File: config.mk
export PLATFORM = sky130hd
export DESIGN_NAME = bitty_fetch_unit
export DESIGN_NICKNAME = d
export VERILOG_FILES = /design/src/rtl/bitty_fetch_unit.sv
export SDC_FILE = /design/constraint.sdc
export NUM_CORES = 1
export LEC_CHECK = 0
export BUFFER_PORTS_ARGS = -buffer_cell sky130_fd_sc_hd__clkbuf_2
export CAP_MARGIN = 0
export CELL_PAD_IN_SITES_DETAIL_PLACEMENT = 1
export CELL_PAD_IN_SITES_GLOBAL_PLACEMENT = 2
export CORE_MARGIN = 2
export CORE_UTILIZATION = 32
export CTS_CLUSTER_SIZE = 14
export DETAILED_ROUTE_END_ITERATION = 12
export GPL_TIMING_DRIVEN = 0
export PLACE_DENSITY_LB_ADDON = 0.1
export REMOVE_ABC_BUFFERS = 1
export SYNTH_ARGS = -nofsm -noshare
export SYNTH_HDL_FRONTEND = slang
export SYNTH_SLANG_ARGS = --single-unit
File: constraint.sdc
create_clock -name clk -period 4.3 [get_ports clk]
set_input_delay 0.215 -clock clk [delete_from_list [all_inputs] [get_ports clk]]
set_output_delay 0.215 -clock clk [all_outputs]
set_load 0.005 [all_outputs]
File: src/rtl/bitty_fetch_unit.sv
// bitty_fetch_unit: fetches 16-bit words from a synchronous memory and holds each on the core's run/instruction inputs until done.
// Optional EXEC watchdog enabled by defining BITTY_FETCH_TIMEOUT_EN.
`default_nettype none

module bitty_fetch_unit #(
  parameter int          ADDR_W         = 8,
  parameter logic [15:0] HALT_WORD      = 16'hFFFF,
  parameter int          TIMEOUT_CYCLES = 16
) (
  input  logic              clk,
  input  logic              reset,
  input  logic              start,
  input  logic [ADDR_W-1:0] start_addr,
  input  logic              stop,
  output logic              mem_rd,
  output logic [ADDR_W-1:0] mem_addr,
  input  logic [15:0]       mem_data,
  output logic [15:0]       instruction,
  output logic              run,
  input  logic              done,
  output logic [ADDR_W-1:0] pc,
  output logic [15:0]       icount,
  output logic              busy,
  output logic              halted,
  output logic              timeout
);

  typedef enum logic [2:0] {
    S_IDLE  = 3'd0,
    S_FETCH = 3'd1,
    S_LATCH = 3'd2,
    S_EXEC  = 3'd3,
    S_HALT  = 3'd4
  } state_t;

  state_t             r_state;
  state_t             w_next;
  logic [ADDR_W-1:0]  r_pc;
  logic [15:0]        r_instr;
  logic [15:0]        r_icount;
  logic               r_stop_pending;
  logic               r_timeout;
  logic               w_start_load;
  logic               w_retire;
  logic               w_capture;
  logic               w_tmo_hit;
  logic               w_tmo_expire;
  logic               w_stop_req;
  logic               w_busy;

  assign w_busy     = (r_state == S_FETCH) || (r_state == S_LATCH) || (r_state == S_EXEC);
  // A stop arriving on the deciding edge is honoured as well as one already pending.
  assign w_stop_req = r_stop_pending || stop;

`ifdef BITTY_FETCH_TIMEOUT_EN
  logic [15:0] r_tcnt;

  always_ff @(posedge clk or posedge reset) begin
    if (reset) begin
      r_tcnt <= '0;
    end else if (r_state != S_EXEC) begin
      r_tcnt <= '0;
    end else if (!done) begin
      r_tcnt <= r_tcnt + 16'd1;
    end
  end

  assign w_tmo_expire = !done && (r_tcnt == 16'(TIMEOUT_CYCLES - 1));
`else
  logic w_unused_param;
  assign w_unused_param = ^TIMEOUT_CYCLES;
  assign w_tmo_expire   = 1'b0;
`endif

  always_ff @(posedge clk or posedge reset) begin
    if (reset) begin
      r_state <= S_IDLE;
    end else begin
      r_state <= w_next;
    end
  end

  always_comb begin
    w_next       = r_state;
    w_start_load = 1'b0;
    w_retire     = 1'b0;
    w_capture    = 1'b0;
    w_tmo_hit    = 1'b0;
    case (r_state)
      S_IDLE, S_HALT: begin
        if (start) begin
          w_start_load = 1'b1;
          w_next       = S_FETCH;
        end
      end
      S_FETCH: w_next = S_LATCH;
      S_LATCH: begin
        w_capture = 1'b1;
        if (mem_data == HALT_WORD || w_stop_req) begin
          w_next = S_HALT;
        end else begin
          w_next = S_EXEC;
        end
      end
      S_EXEC: begin
        if (done) begin
          w_retire = 1'b1;
          w_next   = w_stop_req ? S_HALT : S_FETCH;
        end else if (w_tmo_expire) begin
          w_tmo_hit = 1'b1;
          w_next    = S_HALT;
        end
      end
      default: w_next = S_IDLE;
    endcase
  end

  always_ff @(posedge clk or posedge reset) begin
    if (reset) begin
      r_pc           <= '0;
      r_instr        <= '0;
      r_icount       <= '0;
      r_stop_pending <= 1'b0;
      r_timeout      <= 1'b0;
    end else begin
      if (w_start_load) begin
        r_pc     <= start_addr;
        r_icount <= '0;
      end else if (w_retire) begin
        r_pc <= r_pc + 1'b1;
        if (r_icount != 16'hFFFF) begin
          r_icount <= r_icount + 16'd1;
        end
      end
      if (w_capture) begin
        r_instr <= mem_data;
      end
      if (w_next == S_HALT) begin
        r_stop_pending <= 1'b0;
      end else if (w_busy && stop) begin
        r_stop_pending <= 1'b1;
      end
      if (w_start_load) begin
        r_timeout <= 1'b0;
      end else if (w_tmo_hit) begin
        r_timeout <= 1'b1;
      end
    end
  end

  assign mem_rd      = (r_state == S_FETCH);
  assign mem_addr    = r_pc;
  assign pc          = r_pc;
  assign instruction = r_instr;
  assign run         = (r_state == S_EXEC);
  assign icount      = r_icount;
  assign busy        = w_busy;
  assign halted      = (r_state == S_HALT);
  assign timeout     = r_timeout;

endmodule

`default_nettype wire

==> summary.txt, run 1 <==
Detailed routing
  – WL/cell: between 15 and 20 um
  – DR vias: roughly 2000
  – Vias per cell: 5.081
  – Wire length on met1: roughly 2800 um
  – Met3 wire length: between 300 and 400 um
  – Drc violations: 0
  – Initial DRC count: 29
  – Detail Route Antenna Nets: 0
  – Routed WL: between 5000 and 6000 um
  – DRT Pass-1 Iters: 4
  – Met2 routed WL: 2780 um
  – Highest Signal Layer: met4

Timing
  – Post-route clock period utilization: between 60% and 70%
  – Setup-failing EPs final: 0
  – Worst Skew: between 0.006 and 0.007 ns
  – Worst-margin pin slew: ~1.3 ns
  – Final hold violation count: 0
  – Slew Limit Fails: 0
  – Worst slew margin: between 10% and 20%
  – RSZ-0062 raised after global routing: no
  – Min cycle time layout: about 2.8 ns
  – Setup TNS: 0 ns
  – Fmax: between 0.3 and 0.4 GHz

Die
  – Die Y: about 89 um
  – Die W: 89.35 um
  – Starting Density: approximately a third
  – Area of the core: 7137 um^2
  – Die ar.: roughly 8000 um^2
  – IO Pins: between 80 and 90
  – Number of core rows: 31

Power and ir drop
  – P_leak: 1.300 nW
  – Power Dens Cells: 565.9 nW/um^2
  – Design Power: 1.622 mW
  – Peak VDD IR: roughly 0.21 mV

CTS
  – CTS tree: yes
  – Clock root buffer: clkbuf_8
  – Post-CTS Hold Fix Bufs: 1
  – Post-CTS Setup Repair Bufs: 0
  – Clk sink count: 44
  – Clock Latency Late Sink: 0.30 ns
  – H-Tree Depth: 2
  – Max clock buf depth: 2
  – Clock slew at the register clock pins of the worst setup and hold paths: 0.09 ns
  – Post-CTS resize count: 0
  – Clock buffer count from CTS: 5

GRT
  – First-pass GRT wire length: approximately 9600 um
  – Initial antenna violation count: 0
  – Pin count of the biggest net entering global routing: 37
  – GRT Util Overall: 15.56%
  – Vias in the first global route: between 2000 and 2500
  – Global route total overflow: 0

Flow run
  – Maxcap violations: 0

Logic synthesis
  – Most frequent cell after synthesis: dfrtp_1
  – Post-Syn Area: ~2300 um^2
  – Sequential share of the synthesized area: 47.24%
  – Cells after Synth: roughly 230
  – Synth unique cells: 44
  – Mapped Avg Cell Area: a little over 10 um^2
  – Seq cells post-synth: 44
  – Commonest cells in the netlist: dfrtp_1 (44), nand2_1 (26), mux2_2 (17)
  – Top cells by area, synth: dfrtp_1 (47%), mux2_2 (8.2%), nand2_1 (4.2%)
  – Synth warnings: 0
  – Dominant synthesized flop cell: dfrtp_1
  – Number of enable flip-flop cells after synthesis: 0
  – Post-synth ARST share: 100.0%
  – Leading area contributor after synthesis: dfrtp_1
  – Area fraction of the dominant cell type after synthesis: 47.24%

Critical path
  – Req. time, crit path: about 4.5 ns
  – Worst Path Arrival: between 3 and 4 ns
  – Startpoint Class: flip-flop
  – Crit path max fanout: 36
  – Critical Path End Type: flip-flop
  – CP Class: flip-flop to flip-flop

Final layout
  – Layout cell share with drive strength beyond 1: about two fifths
  – Register Area: between 1000 and 1500 um^2
  – Ant diodes: 0
  – Layout Nets: 328
  – Area delta synth->final: 22.92%
  – Fill cell count: 872
  – Multi-input gate area: ~1100 um^2

Placement
  – Gpl congestion: 0.6727
  – Hpwl dp: roughly 4300 um
  – PortBufs: 80

Outcome
  – Status: finished, final reports clean

Hold path
  – Worst Hold Class: input port to flip-flop
==> placed cells by master, fill, tap and decap left out, types with 3 or more instances in the layout <==
cell type and count:
clkbuf_2 80, dfrtp_1 44, nand2_1 26, mux2_2 17
nor2_1 11, o21ai_0 11, a21oi_1 11, nand4_1 9
mux2i_1 7, nor3_1 6, clkbuf_8 6, or2_2 5
a211oi_1 4, and4_1 4, o31ai_1 4, nand3_1 4
xnor2_1 4, inv_1 4, or4_1 3, xor2_1 3
and3_1 3
==> worst max-delay path: stages, from the launching register on <==
cell,delay (ns)
dfrtp_1,0.51
nor3b_4,1.08
o2111ai_1,0.47
or4_1,0.51
a21oi_1,0.16
==> registers in the layout, indices dropped and copies added, names as in the netlist <==
signal,count
icount,16
r_state,3
instruction,16
mem_addr,8
r_stop_pending,1
==> metal layers <==
layer  GRT usage [%]  vias up
met2           26.46       60
met5               0        -
met3           4.524        6
met1           19.71      987
met4           3.256        0
li1                -      964
==> per-stage QoR <==
stage	util [%]	std cells	hold WS (ns)	setup WS [ns]	area, um^2
after floorplan	-	208	0.3318	2.084	2213
after global placement	38.36	387	0.4234	1.445	2738
after detailed placement	38.64	388	0.1511	1.422	2758
after CTS	40.15	397	0.1138	1.414	2865
after global routing	40.15	397	0.1220	1.208	2865
final	40.15	397	0.1199	1.498	2865
==> cells by family (layout without fill, tap and decap cells) <==
kind of cell	after synthesis	count (layout)	synth area share [%]
AO/OA/AOI/OAI	44	44	12.78
XOR/XNOR	7	7	2.630
adder cells (fa/ha/maj)	2	2	1.073
buffers and inverters	24	95	5.851
flip-flops	44	44	47.24
multiplexers	24	24	11.22
other	1	1	0.1609
AND/OR/NAND/NOR	81	81	19.06
==> power breakdown <==
group          leakage (nW)  total [mW]  internal (mW)  switching [mW]
Combinational         0.701       0.626          0.330           0.296
Clock                0.0434       0.280          0.130           0.150
Sequential            0.556       0.716          0.562           0.154
==> path summary, 6_finish.rpt <==
check / start / endpoint / slack (ns) / cells after the start
max in group asynchronous: reset / mem_addr[6] / 3.45 / 4
worst max register to register: r_state[0] / icount[12] / 1.50 / 4
min in group asynchronous: reset / instruction[12] / 0.38 / 3
worst max-delay path: r_state[0] / icount[12] / 1.50 / 4
worst min register to register: instruction[5] / instruction[5] / 0.51 / 1
worst min-delay path: start_addr[4] / mem_addr[4] / 0.12 / 3
==> cell type report <==
type	instances	share of cell area (%)
inverter	5	0.6550
sequential	44	38.43
timing repair buffer	82	15.02
clock inverter	2	0.5240
multi-input combinational	159	38.17
tap	99	4.323
clock buffer	6	2.882
Note: power is estimated with default switching activity, not from simulation.
==> run 2, diff against run 1 <==
--- a/config.mk
+++ b/config.mk
@@ -5,12 +5,13 @@
 export SDC_FILE = /design/constraint.sdc
 export NUM_CORES = 1
 export LEC_CHECK = 0
+export ABC_AREA = 1
 export BUFFER_PORTS_ARGS = -buffer_cell sky130_fd_sc_hd__clkbuf_2
 export CAP_MARGIN = 0
 export CELL_PAD_IN_SITES_DETAIL_PLACEMENT = 1
 export CELL_PAD_IN_SITES_GLOBAL_PLACEMENT = 2
 export CORE_MARGIN = 2
-export CORE_UTILIZATION = 32
+export CORE_UTILIZATION = 25
 export CTS_CLUSTER_SIZE = 14
 export DETAILED_ROUTE_END_ITERATION = 12
 export GPL_TIMING_DRIVEN = 0
==> constraint.sdc (replaced) <==
create_clock -name clk -period 2.3 [get_ports clk]
set_input_delay 0.115 -clock clk [delete_from_list [all_inputs] [get_ports clk]]
set_output_delay 0.115 -clock clk [all_outputs]
set_load 0.005 [all_outputs]
==> run 2 against run 1 <==
Compared with the run above:
- cell area grew 9.3%
- global-route usage decreased by 1.5 points
- core utilization shrank 7.9 points
- combinational power rose by 140%
- synthesized cell count grew 48%
- critical path type unchanged
==> summary.txt, run 2 <==
Outcome
  – Status: finished, final reports clean

Logic synthesis
  – Post-synth ARST share: 100.0%
  – Top cells by area, synth: dfrtp_1 (44%), nand2_1 (19%), nor2_1 (4.8%)
  – Cells after Synth: ~340
  – Sequential share of the synthesized area: 43.98%
  – Synth unique cells: 28
  – Synth warnings: 0
  – Number of enable flip-flop cells after synthesis: 0
  – Dominant synthesized flop cell: dfrtp_1
  – Leading area contributor after synthesis: dfrtp_1
  – Mapped Avg Cell Area: 7.451 um^2
  – Post-Syn Area: 2504 um^2
  – Most frequent cell after synthesis: nand2_1
  – Seq cells post-synth: 44
  – Commonest cells in the netlist: nand2_1 (130), dfrtp_1 (44), nor2_1 (32)
  – Area fraction of the dominant cell type after synthesis: a little over two fifths

CTS
  – Clock slew at the register clock pins of the worst setup and hold paths: approximately 0.090 ns
  – Max clock buf depth: 2
  – Clk sink count: between 40 and 50
  – Clock buffer count from CTS: 5
  – CTS tree: yes
  – Clock Latency Late Sink: ~0.31 ns
  – Clock root buffer: clkbuf_8
  – H-Tree Depth: 2

Die
  – Die ar.: around 11000 um^2
  – Area of the core: around 10000 um^2
  – Number of core rows: 36
  – Die Y: ~100 um
  – IO Pins: between 80 and 90
  – Die W: 104.1 um
  – Starting Density: about a quarter

Detailed routing
  – WL/cell: between 10 and 15 um
  – Routed WL: between 7000 and 8000 um
  – Vias per cell: 4.330
  – Drc violations: 0
  – DRT Pass-1 Iters: 4
  – DR vias: between 2000 and 2500
  – Detail Route Antenna Nets: 0
  – Initial DRC count: 50

Timing
  – Worst slew margin: 54.16%
  – RSZ-0062 raised after global routing: no
  – Worst Skew: 0.008875 ns
  – Slew Limit Fails: 0
  – Setup-failing EPs final: 0
  – Min cycle time layout: between 1.5 and 2 ns
  – Fmax: between 0.5 and 0.6 GHz
  – Final hold violation count: 0
  – Worst-margin pin slew: 0.6868 ns
  – Post-route clock period utilization: between 80% and 90%
  – Final Hold Slack: between 0.02 and 0.03 ns

GRT
  – First-pass GRT wire length: between 10000 and 15000 um
  – Pin count of the biggest net entering global routing: 29
  – Global route total overflow: 0
  – GRT Util Overall: between 10% and 20%
  – Vias in the first global route: roughly 2400
  – Initial antenna violation count: 0

Placement
  – Placed cells: 533
  – Gpl congestion: 0.7605
  – Hpwl dp: 5301 um
  – PortBufs: 80

Final layout
  – Register Area: between 1000 and 1500 um^2
  – Final non-filler cell total: between 500 and 600
  – Area delta synth->final: 25.14%
  – Layout cell share with drive strength beyond 1: 27.64%
  – Leading cell types in the layout, fill and taps excluded: nand2_1 (130), clkbuf_2 (80), dfrtp_1 (44), nor2_1 (32), inv_1 (25)
  – Fill cell count: 1273
  – Commonest non-fill, non-tap cell in the layout: nand2_1
  – Ant diodes: 0
  – Layout Nets: 446
  – Multi-input gate area: ~1200 um^2

Critical path
  – Worst Path Arrival: between 2 and 2.5 ns
  – Req. time, crit path: roughly 2.5 ns
  – Startpoint Class: flip-flop
  – Critical Path End Type: flip-flop
  – CP Class: flip-flop to flip-flop
  – Crit path max fanout: 28

Power and ir drop
  – Design Power: 3.399 mW
  – P_leak: 1.658 nW
  – Peak VDD IR: about 0.32 mV
  – Power Dens Cells: approximately 1100 nW/um^2

Hold path
  – Worst Hold Class: input port to flip-flop

Flow run
  – Maxcap violations: 0
==> run 2: cell types whose count changed in the layout (fill, tap and decap cells not counted), sizes merged, moves of 13 or more <==
cell	before	now
inv	5	26
mux2	17	0
nand2	26	135
nand3	4	19
nor2	11	37
o21ai	11	24
==> run 2: area by class of cell <==
class | instances | share of cell area, %
sequential | 44 | 35.14
timing repair inverter | 1 | 0.1597
tap | 133 | 5.312
timing repair buffer | 88 | 15.58
clock buffer | 5 | 2.196
multi-input combinational | 248 | 37.66
inverter | 27 | 3.355
clock inverter | 3 | 0.5990
==> run 2: worst max-delay path, cell delays in order (launching register included) <==
cell and delay (ns):
dfrtp_1 0.40, inv_1 0.09, nand2_1 0.13, nor2_4 0.09
buf_12 0.14, buf_4 0.12, nor3_1 0.21, nand2_2 0.10
nand2_4 0.29, inv_1 0.17, nand2_1 0.09, nand2_1 0.05
==> run 2: what timing repair did <==
| item | 4_1_cts | 5_1_grt |
|---|---|---|
| resized for setup | 2 | 0 |
| cloned | 1 | 0 |
| hold buffers | 1 | 0 |
| buffers inserted | 1 | 5 |
| pin swaps | 0 | 1 |
| hold endpoints to repair | 21 | 0 |
| endpoints found under the setup margin | 24 | 15 |
==> run 2: kinds of logic (layout without fill, tap and decap cells) <==
kind of cell | count (synthesis) | after routing | share of synthesized area [%]
AO/OA/AOI/OAI | 34 | 34 | 8.496
XOR/XNOR | 10 | 10 | 3.498
adder cells (fa/ha/maj) | 2 | 2 | 0.9993
buffers and inverters | 44 | 124 | 9.096
flip-flops | 44 | 44 | 43.98
other | 1 | 1 | 0.1498
AND/OR/NAND/NOR | 201 | 201 | 33.78
==> run 2: per-layer routing <==
metal	GRT usage [%]	up-vias	wire (um)
li1	-	1201	-
met1	18.78	1123	3514
met4	4.054	0	89
met5	0	-	0
met2	23.21	47	3502
met3	2.694	6	275
==> run 2: worst paths after layout <==
check                           slack (ns)        endpoint  cells after the start           start
worst max register to register        0.31       icount[7]                     11      r_state[0]
max in group asynchronous             1.39  instruction[0]                      4           reset
worst min register to register        0.48  instruction[4]                      2  instruction[4]
worst min-delay path                  0.03  instruction[0]                      3     mem_data[0]
worst max-delay path                  0.31       icount[7]                     11      r_state[0]
min in group asynchronous             0.39     mem_addr[3]                      3           reset
==> run 2: power by group <==
part | total (mW) | switching (mW) | internal [mW] | leakage (nW)
clock network | 0.513 | 0.301 | 0.213 | 0.0479
registers | 1.36 | 0.294 | 1.07 | 0.563
logic | 1.52 | 0.894 | 0.630 | 1.05
==> run 2: stage by stage <==
step	util, %	setup WS (ns)	area (um^2)	TNS (ns)
4_1_cts	31.69	0.07380	3083	0
3_3_place_gp	30.26	-0.5931	2944	-10.56
5_1_grt	32.20	0.07565	3133	0
2_1_floorplan	-	0.3649	2377	0
6_report	32.20	0.3077	3133	0
3_5_place_dp	30.47	-0.6219	2964	-11.27
